**src/rtl/lsu_pkg.sv**
```systemverilog
// Shared definitions for the load/store unit: funct3 codes, FSM states,
// and helpers for access size, alignment and byte-enable generation.
package lsu_pkg;

  localparam logic [2:0] F3_B  = 3'b000;
  localparam logic [2:0] F3_H  = 3'b001;
  localparam logic [2:0] F3_W  = 3'b010;
  localparam logic [2:0] F3_D  = 3'b011;
  localparam logic [2:0] F3_BU = 3'b100;
  localparam logic [2:0] F3_HU = 3'b101;
  localparam logic [2:0] F3_WU = 3'b110;

  typedef enum logic [2:0] {
    IDLE    = 3'd0,
    DRAIN   = 3'd1,
    LD_REQ  = 3'd2,
    LD_RSP  = 3'd3,
    LD_DONE = 3'd4
  } state_e;

  // log2 of the access size in bytes; funct3[1:0] encodes it directly.
  function automatic logic [1:0] size_log2(input logic [2:0] f3);
    return f3[1:0];
  endfunction

  // Low address bits that must be zero for an access of this size.
  function automatic logic [2:0] align_mask(input logic [1:0] sz);
    logic [2:0] m;
    case (sz)
      2'd0:    m = 3'b000;
      2'd1:    m = 3'b001;
      2'd2:    m = 3'b011;
      default: m = 3'b111;
    endcase
    return m;
  endfunction

  // Contiguous byte mask covering one access of this size at lane 0.
  function automatic logic [7:0] size_mask(input logic [1:0] sz);
    logic [7:0] m;
    case (sz)
      2'd0:    m = 8'h01;
      2'd1:    m = 8'h03;
      2'd2:    m = 8'h0F;
      default: m = 8'hFF;
    endcase
    return m;
  endfunction

  function automatic logic [7:0] byte_enable(input logic [1:0] sz, input logic [2:0] lane);
    return size_mask(sz) << lane;
  endfunction

  // D and WU exist only on a 64-bit datapath.
  function automatic logic f3_legal(input logic [2:0] f3, input logic wide);
    logic ok;
    case (f3)
      F3_B, F3_H, F3_W, F3_BU, F3_HU: ok = 1'b1;
      F3_D, F3_WU:                    ok = wide;
      default:                        ok = 1'b0;
    endcase
    return ok;
  endfunction

endpackage

```
**src/rtl/lsu_mem_ctrl_if.sv**
```systemverilog
// Data-memory port between the load/store unit (master) and memory (slave).
// Handshake: a request transfers in any cycle where mem_req_valid and
// mem_req_ready are both 1; the master holds all mem_req_* stable while
// valid is high and ready is low. mem_rsp_valid is a one-cycle pulse carrying
// read data and has no back-pressure. Writes are posted (no response).
interface lsu_mem_ctrl_if #(
  parameter int DATA_WIDTH      = 32,
  parameter int DATA_ADDR_WIDTH = 32
);
  logic                       mem_req_valid;
  logic                       mem_req_ready;
  logic                       mem_req_write;
  logic [DATA_ADDR_WIDTH-1:0] mem_req_addr;
  logic [DATA_WIDTH-1:0]      mem_req_wdata;
  logic [DATA_WIDTH/8-1:0]    mem_req_be;
  logic                       mem_rsp_valid;
  logic [DATA_WIDTH-1:0]      mem_rsp_rdata;

  modport master (
    output mem_req_valid, mem_req_write, mem_req_addr, mem_req_wdata, mem_req_be,
    input  mem_req_ready, mem_rsp_valid, mem_rsp_rdata
  );

  modport slave (
    input  mem_req_valid, mem_req_write, mem_req_addr, mem_req_wdata, mem_req_be,
    output mem_req_ready, mem_rsp_valid, mem_rsp_rdata
  );
endinterface

```
**src/rtl/lsu_store_fifo.sv**
```systemverilog
// Posted-store buffer: synchronous FIFO with full/empty flags.
// Pushes while full and pops while empty are ignored.
module lsu_store_fifo #(
  parameter int WIDTH = 8,
  parameter int DEPTH = 2
) (
  input  logic             clk,
  input  logic             rst_n,
  input  logic             push,
  input  logic [WIDTH-1:0] push_data,
  input  logic             pop,
  output logic [WIDTH-1:0] head_data,
  output logic             full,
  output logic             empty
);
  localparam int PW = (DEPTH > 1) ? $clog2(DEPTH) : 1;
  localparam int CW = $clog2(DEPTH + 1);

  logic [WIDTH-1:0] mem_q [DEPTH];
  logic [PW-1:0]    wr_ptr_q, wr_ptr_d, rd_ptr_q, rd_ptr_d;
  logic [CW-1:0]    count_q, count_d;
  logic             do_push, do_pop;

  assign full      = (count_q == CW'(DEPTH));
  assign empty     = (count_q == '0);
  assign head_data = mem_q[rd_ptr_q];

  // Pointer wrap and occupancy update.
  always_comb begin
    do_push  = push && !full;
    do_pop   = pop && !empty;
    wr_ptr_d = wr_ptr_q;
    rd_ptr_d = rd_ptr_q;
    count_d  = count_q;
    if (do_push) wr_ptr_d = (wr_ptr_q == PW'(DEPTH - 1)) ? '0 : wr_ptr_q + 1'b1;
    if (do_pop)  rd_ptr_d = (rd_ptr_q == PW'(DEPTH - 1)) ? '0 : rd_ptr_q + 1'b1;
    case ({do_push, do_pop})
      2'b10:   count_d = count_q + 1'b1;
      2'b01:   count_d = count_q - 1'b1;
      default: count_d = count_q;
    endcase
  end

  // Control state; reset empties the buffer.
  always_ff @(posedge clk) begin
    if (!rst_n) begin
      wr_ptr_q <= '0;
      rd_ptr_q <= '0;
      count_q  <= '0;
    end else begin
      wr_ptr_q <= wr_ptr_d;
      rd_ptr_q <= rd_ptr_d;
      count_q  <= count_d;
    end
  end

  // Entry storage; contents are don't-care while the slot is free.
  always_ff @(posedge clk) begin
    if (do_push) mem_q[wr_ptr_q] <= push_data;
  end

endmodule

```
**src/rtl/lsu_mem_ctrl.sv**
```systemverilog
// Load/store unit between the MEM stage and a ready/valid data-memory port.
// Stores are posted through a small buffer; loads wait for the buffer to
// drain (store->load ordering), then run a request/response sequence with a
// response timeout. The MEM-stage stall is generated here.
module lsu_mem_ctrl
  import lsu_pkg::*;
#(
  parameter int DATA_WIDTH      = 32,
  parameter int DATA_ADDR_WIDTH = 32,
  parameter int STORE_BUF_DEPTH = 2,
  parameter int TIMEOUT_CYCLES  = 255
) (
  input  logic                       cpu_clk,
  input  logic                       cpu_rst_n,
  input  logic                       req_valid,
  input  logic                       req_write,
  input  logic [2:0]                 req_funct3,
  input  logic [DATA_ADDR_WIDTH-1:0] req_addr,
  input  logic [DATA_WIDTH-1:0]      req_wdata,
  output logic                       stall,
  output logic                       rsp_valid,
  output logic [DATA_WIDTH-1:0]      rsp_rdata,
  output logic                       exc_misalign,
  output logic                       exc_illegal,
  output logic                       bus_err,
  lsu_mem_ctrl_if.master             mem,
  output state_e                     dbg_state
);
  localparam int DW = DATA_WIDTH;
  localparam int AW = DATA_ADDR_WIDTH;
  localparam int NB = DW / 8;
  localparam int LB = $clog2(NB);
  localparam int EW = AW + NB + DW;
  localparam int TW = $clog2(TIMEOUT_CYCLES + 1);

  state_e         state_q, state_d;
  logic [AW-1:0]  ld_addr_q, ld_addr_d;
  logic [2:0]     ld_f3_q, ld_f3_d;
  logic [DW-1:0]  data_q, data_d;
  logic           err_q, err_d;
  logic [TW-1:0]  timer_q, timer_d;
  logic           exc_mis_q, exc_mis_d, exc_ill_q, exc_ill_d;

  logic [1:0]     req_sz;
  logic [2:0]     req_lane;
  logic           req_legal, req_misal, req_ok, ld_go, st_push;
  logic [7:0]     req_be8, ld_be8;
  logic [DW-1:0]  req_rep;
  logic [AW-1:0]  req_addr_al;
  logic [EW-1:0]  fifo_head;
  logic           fifo_full, fifo_empty, fifo_pop;
  logic [2:0]     ld_lane;
  logic [DW-1:0]  ld_shift, ld_ext;

  assign dbg_state    = state_q;
  assign exc_misalign = exc_mis_q;
  assign exc_illegal  = exc_ill_q;

  // Decode the incoming request: size, lane, legality, alignment, store payload.
  always_comb begin
    req_sz      = size_log2(req_funct3);
    req_lane    = 3'(req_addr[LB-1:0]);
    req_legal   = f3_legal(req_funct3, DW == 64);
    req_misal   = req_legal && ((req_addr[2:0] & align_mask(req_sz)) != 3'b000);
    req_be8     = byte_enable(req_sz, req_lane);
    req_addr_al = {req_addr[AW-1:LB], {LB{1'b0}}};
    case (req_sz)
      2'd0:    req_rep = {NB{req_wdata[7:0]}};
      2'd1:    req_rep = {(NB/2){req_wdata[15:0]}};
      2'd2:    req_rep = {(NB/4){req_wdata[31:0]}};
      default: req_rep = req_wdata;
    endcase
    // Requests are only taken in IDLE; in every other state the presented
    // request is the load already being serviced.
    req_ok    = cpu_rst_n && (state_q == IDLE) && req_valid && req_legal && !req_misal;
    ld_go     = req_ok && !req_write;
    st_push   = req_ok && req_write && !fifo_full;
    exc_ill_d = cpu_rst_n && (state_q == IDLE) && req_valid && !req_legal;
    exc_mis_d = cpu_rst_n && (state_q == IDLE) && req_valid && req_misal;
  end

  lsu_store_fifo #(
    .WIDTH (EW),
    .DEPTH (STORE_BUF_DEPTH)
  ) u_store_fifo (
    .clk       (cpu_clk),
    .rst_n     (cpu_rst_n),
    .push      (st_push),
    .push_data ({req_addr_al, req_be8[NB-1:0], req_rep}),
    .pop       (fifo_pop),
    .head_data (fifo_head),
    .full      (fifo_full),
    .empty     (fifo_empty)
  );

  // Shift the captured word down to the accessed lane and extend it.
  always_comb begin
    ld_lane  = 3'(ld_addr_q[LB-1:0]);
    ld_be8   = byte_enable(size_log2(ld_f3_q), ld_lane);
    ld_shift = data_q >> {ld_lane, 3'b000};
    case (ld_f3_q)
      F3_B:    ld_ext = DW'($signed(ld_shift[7:0]));
      F3_H:    ld_ext = DW'($signed(ld_shift[15:0]));
      F3_W:    ld_ext = DW'($signed(ld_shift[31:0]));
      F3_BU:   ld_ext = DW'(ld_shift[7:0]);
      F3_HU:   ld_ext = DW'(ld_shift[15:0]);
      F3_WU:   ld_ext = DW'(ld_shift[31:0]);
      default: ld_ext = ld_shift;
    endcase
  end

  // Load FSM next state, stall, response outputs and memory-port muxing.
  always_comb begin
    state_d           = state_q;
    ld_addr_d         = ld_addr_q;
    ld_f3_d           = ld_f3_q;
    data_d            = data_q;
    err_d             = err_q;
    timer_d           = timer_q;
    stall             = 1'b0;
    rsp_valid         = 1'b0;
    rsp_rdata         = '0;
    bus_err           = 1'b0;
    fifo_pop          = 1'b0;
    mem.mem_req_valid = 1'b0;
    mem.mem_req_write = 1'b0;
    mem.mem_req_addr  = '0;
    mem.mem_req_wdata = '0;
    mem.mem_req_be    = '0;

    // Buffered stores own the port whenever no load transaction is active.
    if ((state_q == IDLE || state_q == DRAIN) && !fifo_empty) begin
      mem.mem_req_valid = 1'b1;
      mem.mem_req_write = 1'b1;
      mem.mem_req_addr  = fifo_head[EW-1 -: AW];
      mem.mem_req_be    = fifo_head[DW +: NB];
      mem.mem_req_wdata = fifo_head[DW-1:0];
      fifo_pop          = mem.mem_req_ready;
    end

    case (state_q)
      IDLE: begin
        if (req_ok && req_write && fifo_full) stall = 1'b1;
        if (ld_go) begin
          stall     = 1'b1;
          ld_addr_d = req_addr;
          ld_f3_d   = req_funct3;
          state_d   = fifo_empty ? LD_REQ : DRAIN;
        end
      end
      DRAIN: begin
        stall = 1'b1;
        if (fifo_empty) state_d = LD_REQ;
      end
      LD_REQ: begin
        stall             = 1'b1;
        mem.mem_req_valid = 1'b1;
        mem.mem_req_write = 1'b0;
        mem.mem_req_addr  = {ld_addr_q[AW-1:LB], {LB{1'b0}}};
        mem.mem_req_be    = ld_be8[NB-1:0];
        if (mem.mem_req_ready) begin
          state_d = LD_RSP;
          timer_d = '0;
          err_d   = 1'b0;
        end
      end
      LD_RSP: begin
        stall = 1'b1;
        if (mem.mem_rsp_valid) begin
          data_d  = mem.mem_rsp_rdata;
          state_d = LD_DONE;
        end else if (timer_q == TW'(TIMEOUT_CYCLES - 1)) begin
          err_d   = 1'b1;
          state_d = LD_DONE;
        end else begin
          timer_d = timer_q + 1'b1;
        end
      end
      LD_DONE: begin
        rsp_valid = 1'b1;
        bus_err   = err_q;
        rsp_rdata = err_q ? '0 : ld_ext;
        state_d   = IDLE;
      end
      default: state_d = IDLE;
    endcase
  end

  // State and load-context registers; reset abandons any load in flight.
  always_ff @(posedge cpu_clk) begin
    if (!cpu_rst_n) begin
      state_q   <= IDLE;
      ld_addr_q <= '0;
      ld_f3_q   <= '0;
      data_q    <= '0;
      err_q     <= 1'b0;
      timer_q   <= '0;
      exc_mis_q <= 1'b0;
      exc_ill_q <= 1'b0;
    end else begin
      state_q   <= state_d;
      ld_addr_q <= ld_addr_d;
      ld_f3_q   <= ld_f3_d;
      data_q    <= data_d;
      err_q     <= err_d;
      timer_q   <= timer_d;
      exc_mis_q <= exc_mis_d;
      exc_ill_q <= exc_ill_d;
    end
  end

endmodule

```
**src/flat_wrapper.sv**
```systemverilog
// flat-port wrapper written by rule: the top's interface ports become plain ports
module lsu_mem_ctrl_flat import lsu_pkg::*;
#(
  parameter int DATA_WIDTH      = 32,
  parameter int DATA_ADDR_WIDTH = 32,
  parameter int STORE_BUF_DEPTH = 2,
  parameter int TIMEOUT_CYCLES  = 255
)
  (cpu_clk, cpu_rst_n, req_valid, req_write, req_funct3, req_addr, req_wdata, stall, rsp_valid, rsp_rdata, exc_misalign, exc_illegal, bus_err, dbg_state, mem_mem_req_valid, mem_mem_req_write, mem_mem_req_addr, mem_mem_req_wdata, mem_mem_req_be, mem_mem_req_ready, mem_mem_rsp_valid, mem_mem_rsp_rdata);
  lsu_mem_ctrl_if #(.DATA_WIDTH(DATA_WIDTH), .DATA_ADDR_WIDTH(DATA_ADDR_WIDTH)) mem_i ();
  input  logic cpu_clk;
  input  logic cpu_rst_n;
  input  logic req_valid;
  input  logic req_write;
  input  logic [2:0] req_funct3;
  input  logic [DATA_ADDR_WIDTH-1:0] req_addr;
  input  logic [DATA_WIDTH-1:0] req_wdata;
  output logic stall;
  output logic rsp_valid;
  output logic [DATA_WIDTH-1:0] rsp_rdata;
  output logic exc_misalign;
  output logic exc_illegal;
  output logic bus_err;
  output state_e dbg_state;
  output wire logic [$bits(mem_i.mem_req_valid)-1:0] mem_mem_req_valid;
  output wire logic [$bits(mem_i.mem_req_write)-1:0] mem_mem_req_write;
  output wire logic [$bits(mem_i.mem_req_addr)-1:0] mem_mem_req_addr;
  output wire logic [$bits(mem_i.mem_req_wdata)-1:0] mem_mem_req_wdata;
  output wire logic [$bits(mem_i.mem_req_be)-1:0] mem_mem_req_be;
  input wire logic [$bits(mem_i.mem_req_ready)-1:0] mem_mem_req_ready;
  input wire logic [$bits(mem_i.mem_rsp_valid)-1:0] mem_mem_rsp_valid;
  input wire logic [$bits(mem_i.mem_rsp_rdata)-1:0] mem_mem_rsp_rdata;
  assign mem_mem_req_valid = mem_i.mem_req_valid;
  assign mem_mem_req_write = mem_i.mem_req_write;
  assign mem_mem_req_addr = mem_i.mem_req_addr;
  assign mem_mem_req_wdata = mem_i.mem_req_wdata;
  assign mem_mem_req_be = mem_i.mem_req_be;
  assign mem_i.mem_req_ready = mem_mem_req_ready;
  assign mem_i.mem_rsp_valid = mem_mem_rsp_valid;
  assign mem_i.mem_rsp_rdata = mem_mem_rsp_rdata;
  lsu_mem_ctrl #(.DATA_WIDTH(DATA_WIDTH), .DATA_ADDR_WIDTH(DATA_ADDR_WIDTH), .STORE_BUF_DEPTH(STORE_BUF_DEPTH), .TIMEOUT_CYCLES(TIMEOUT_CYCLES)) u_core (.cpu_clk(cpu_clk), .cpu_rst_n(cpu_rst_n), .req_valid(req_valid), .req_write(req_write), .req_funct3(req_funct3), .req_addr(req_addr), .req_wdata(req_wdata), .stall(stall), .rsp_valid(rsp_valid), .rsp_rdata(rsp_rdata), .exc_misalign(exc_misalign), .exc_illegal(exc_illegal), .bus_err(bus_err), .mem(mem_i), .dbg_state(dbg_state));
endmodule
```
**config.mk**
```make
export PLATFORM = sky130hd
export DESIGN_NAME = lsu_mem_ctrl_flat
export DESIGN_NICKNAME = d
export VERILOG_FILES = /design/src/rtl/lsu_pkg.sv /design/src/rtl/lsu_mem_ctrl_if.sv /design/src/rtl/lsu_store_fifo.sv /design/src/rtl/lsu_mem_ctrl.sv /design/src/flat_wrapper.sv
export SDC_FILE = /design/constraint.sdc
export NUM_CORES = 1
export LEC_CHECK = 0
export BUFFER_PORTS_ARGS = -buffer_cell sky130_fd_sc_hd__buf_2
export CAP_MARGIN = 20
export CELL_PAD_IN_SITES_DETAIL_PLACEMENT = 1
export CELL_PAD_IN_SITES_GLOBAL_PLACEMENT = 1
export CORE_MARGIN = 1.5
export CORE_UTILIZATION = 43
export DETAILED_ROUTE_END_ITERATION = 8
export GPL_ROUTABILITY_DRIVEN = 0
export MAX_ROUTING_LAYER = met4
export PLACE_DENSITY_LB_ADDON = 0.1
export SYNTH_ARGS = -nofsm -noshare
export SYNTH_HDL_FRONTEND = slang
export SYNTH_HIERARCHICAL = 1
export SYNTH_SLANG_ARGS = --single-unit
```
**constraint.sdc**
```tcl
create_clock -name cpu_clk -period 4.75 [get_ports cpu_clk]
set_input_delay 0.475 -clock cpu_clk [delete_from_list [all_inputs] [get_ports cpu_clk]]
set_output_delay 0.475 -clock cpu_clk [all_outputs]
set_load 0.02 [all_outputs]
```
==> results by group <==
Timing
  – Final hold violations: 0
  – Worst-Margin Slew: between 1000 and 1500 ps
  – Slew Viols, Final: 0
  – Final setup vio count: 0
  – Fin crit share: 72.2%
  – Fmax: 291 MHz
  – Final setup TNS: 0 ps
  – Worst-case hold slack: 180 ps
  – Max transition margin: roughly 29%
  – Crit path time final: about 3400 ps
  – Setup skew after layout: between 9 and 10 ps
  – RSZ-0062 raised after global routing: no

Routing
  – Final WL: 28.3 mm
  – Vias per inst: 5.51
  – ANT nets after route: 0
  – First DRT Iteration DRCs: between 400 and 500
  – First-pass DRT Iterations: 4
  – DR WL/cell: about 20 um
  – # DRC: 0
  – Routed vias: between 7000 and 8000

Critical path
  – Critical path type: register to output port
  – CP max stage cell: or4b_4
  – FF-to-FF setup slack: roughly 1700 ps
  – R2r endpoint: u_core/u_store_fifo/mem_q[1][24]
  – Reg2reg start: u_core/dbg_state[0]
  – WP buf/inv: 1
  – Crit. End Element: output port
  – Worst-path fanout max: 18
  – Critical path required time: ~4300 ps
  – Worst reg2reg path depth: 5
  – Critical Path Start Type: register
  – Max incr delay on CP: 660 ps
  – Worst path cell trace: or4b_4 -> or3b_1 -> nor2_8 -> o2bb2ai_1 -> buf_2
  – Worst Path Arrival: 2960 ps
  – CP top delay family: simple AND/OR/NAND/NOR gates

GRT
  – Overall routing resource usage: 23.1%
  – Antenna violations before repair: 0
  – Met3 GRT Util: between 2 and 3%
  – GR Overflow Total: 0
  – First-pass GRT wire length: ~44 mm
  – Met2 Usage GRT: 37.1%
  – GR Util met1: a little under a third
  – Vias in the first global route: approximately 7800
  – Busiest grt layer: met2
  – Largest net degree at the start of global routing: 70

Power and ir drop
  – Logic pwr share: under 10%
  – Net Sw Power: about 0.9 mW
  – Internal power: approximately 3.2 mW
  – LEAKAGE: between 4 and 5 nW
  – Reg power frac: between 40% and 50%
  – Power density cells: ~340 mW/mm^2
  – Clock share of power: between 40 and 50%
  – Worst vdd ir: between 0.1 and 0.15 mV
  – Switching Fraction: between 20% and 30%

Synth
  – Number of flops mapped to enable cells by yosys: ~140
  – Seq cells post-synth: between 200 and 250
  – Prevailing post-synth register cell: edfxtp_1
  – Synthesis Warnings: 6
  – Top-area cell type share of the netlist area: between 30% and 40%
  – Netlist Area Pre-Place: 0.0103 mm^2
  – Syn avg cell area: about 11 um^2
  – Asr flop ratio synth: 0%
  – Sequential element share of the synthesized area: a little under three fifths
  – Largest area contributor in the netlist: edfxtp_1
  – Cell variety after synth: 54
  – Top cells by area in the synthesized netlist: edfxtp_1, dfxtp_1, mux2_2, a21oi_1, nand2_1
  – Post-Syn Instances: 901

Clock tree
  – CTS tree: done
  – Clk sinks: around 220
  – Setup Fix Bufs, Post-CTS: 0
  – Total CTS buffers: 24
  – Clock Path Buffers: 3
  – CTS clk-pin slew, worst paths: around 60 ps
  – Post-CTS sizing: 0
  – CTS Hold Bufs: 0
  – Clk root buf: clkbuf_16
  – H-tree levels: 1
  – Clock latency on the worst-skew pair: 510 ps

Floorplan
  – Die area: around 0.025 mm^2
  – Io pins: approximately 220
  – Die X: 158 um
  – Placeable Area: around 0.023 mm^2
  – Row count: 56
  – Initial Util: a little over two fifths
  – Die extent in y: about 160 um

Layout
  – Core Util, Final: a little over half
  – Register area: 0.00581 mm^2
  – Multi-input gate area: 0.00414 mm^2
  – Antenna cells: 0
  – Final Net Count: roughly 1200
  – Layout cell share with drive strength beyond 1: approximately 33%
  – Fill count: approximately 2600
  – Area grow syn2layout: 20.1%

Min path
  – Worst Hold Depth: 1
  – Hold Startpoint: req_addr[13]
  – HP Class: input port to register
  – Hold worst-path end: u_core/u_store_fifo/mem_q[1][49]

Place
  – Number of port buffers: approximately 210
  – DP HPWL: 18.1 mm

Job
  – MaxCap Viol Count: 0

Status
  – Outcome: finished clean
[power by group through the flow]
stage               clock [mW]  combinational, mW  sequential [mW]
floorplan                    0              0.131             2.11
global placement             0              0.243             2.11
detailed placement           0              0.249             2.11
CTS                       1.89              0.250             2.07
global route              1.96              0.270             2.07
finish                    1.84              0.248             2.07
[sequential cells by signal (all words and copies together) (netlist names), named ones only]
name / flops
u_core/ld_f3_q: 3
u_core/u_store_fifo/mem_q: 136
u_core/u_store_fifo/count_q: 2
u_core/exc_misalign: 1
u_core/exc_illegal: 1
u_core/data_q: 32
u_core/timer_q: 8
u_core/dbg_state: 3
u_core/err_q: 1
u_core/ld_addr_q: 32
u_core/u_store_fifo/rd_ptr_q: 1
u_core/u_store_fifo/wr_ptr_q: 1
[cell usage in the layout, fill, tap and decap left out, types with 10 or more instances in the layout]
cell,instances
buf_2,214
clkbuf_16,27
and2_1,38
nor2_1,11
dfxtp_1,85
mux2i_1,28
buf_4,13
a211oi_1,19
a22o_1,31
o2bb2ai_1,16
o21ai_0,17
nand3_1,10
nand4_1,38
nor2b_1,11
edfxtp_1,136
o31ai_1,38
nand2_1,94
a21oi_1,88
mux2_2,86
[cell usage after synthesis (19+ instances only)]
| library cell | count |
|---|---|
| edfxtp_1 | 136 |
| a21oi_1 | 88 |
| nand2_1 | 94 |
| nand4_1 | 38 |
| o31ai_1 | 38 |
| a211oi_1 | 19 |
| clkbuf_1 | 59 |
| and2_1 | 38 |
| a22o_1 | 31 |
| dfxtp_1 | 86 |
| mux2_2 | 86 |
| mux2i_1 | 28 |
[routing by layer]
layer,share of wire (%),wire (um),vias to the layer above
met1,45,12900,3823
li1,-,-,3730
met5,0,0,-
met3,5.1,1440,20
met2,48,13700,221
met4,1.1,323,0
[area by class of cell]
| class | instances | area share, % |
|---|---|---|
| sequential | 222 | 47.0 |
| clock inverter | 10 | 0.638 |
| tap | 319 | 3.23 |
| clock buffer | 34 | 5.76 |
| inverter | 9 | 0.273 |
| multi-input combinational | 592 | 33.5 |
| timing repair buffer | 228 | 9.62 |
[how the worst max path moves through the flow]
| stage | from | endpoint | slack [ps] | cells past startpoint |
|---|---|---|---|---|
| finish | u_core/dbg_state[2] | rsp_rdata[26] | 1320 | 5 |
| global route | u_core/dbg_state[2] | rsp_rdata[26] | 1190 | 5 |
| CTS | u_core/dbg_state[2] | rsp_rdata[26] | 1320 | 5 |
| detailed placement | req_funct3[0] | u_core/u_store_fifo/mem_q[1][2] | 1450 | 6 |
| global placement | req_funct3[0] | u_core/u_store_fifo/mem_q[1][2] | 1560 | 6 |
| floorplan | req_funct3[0] | u_core/u_store_fifo/mem_q[0][0] | 930 | 9 |
[per-stage QoR]
step	power [mW]	worst slack, ps	std cells	area (um^2)
after floorplan	2.24	933	904	10300
final	4.16	1320	1414	12400
after detailed placement	2.36	1450	1369	11600
after global placement	2.35	1560	1369	11600
after CTS	4.21	1320	1413	12400
after global routing	4.30	1190	1414	12400
[logic make-up after synthesis]
logic type	share of synthesized area [%]
compound gates	15.0
flops	56.4
buf+inv	3.77
fa+ha+maj	0.365
simple gates	12.0
xor+xnor	0.255
other cells	0.0364
mux	12.1
Note: power is estimated with default switching activity, not from simulation.
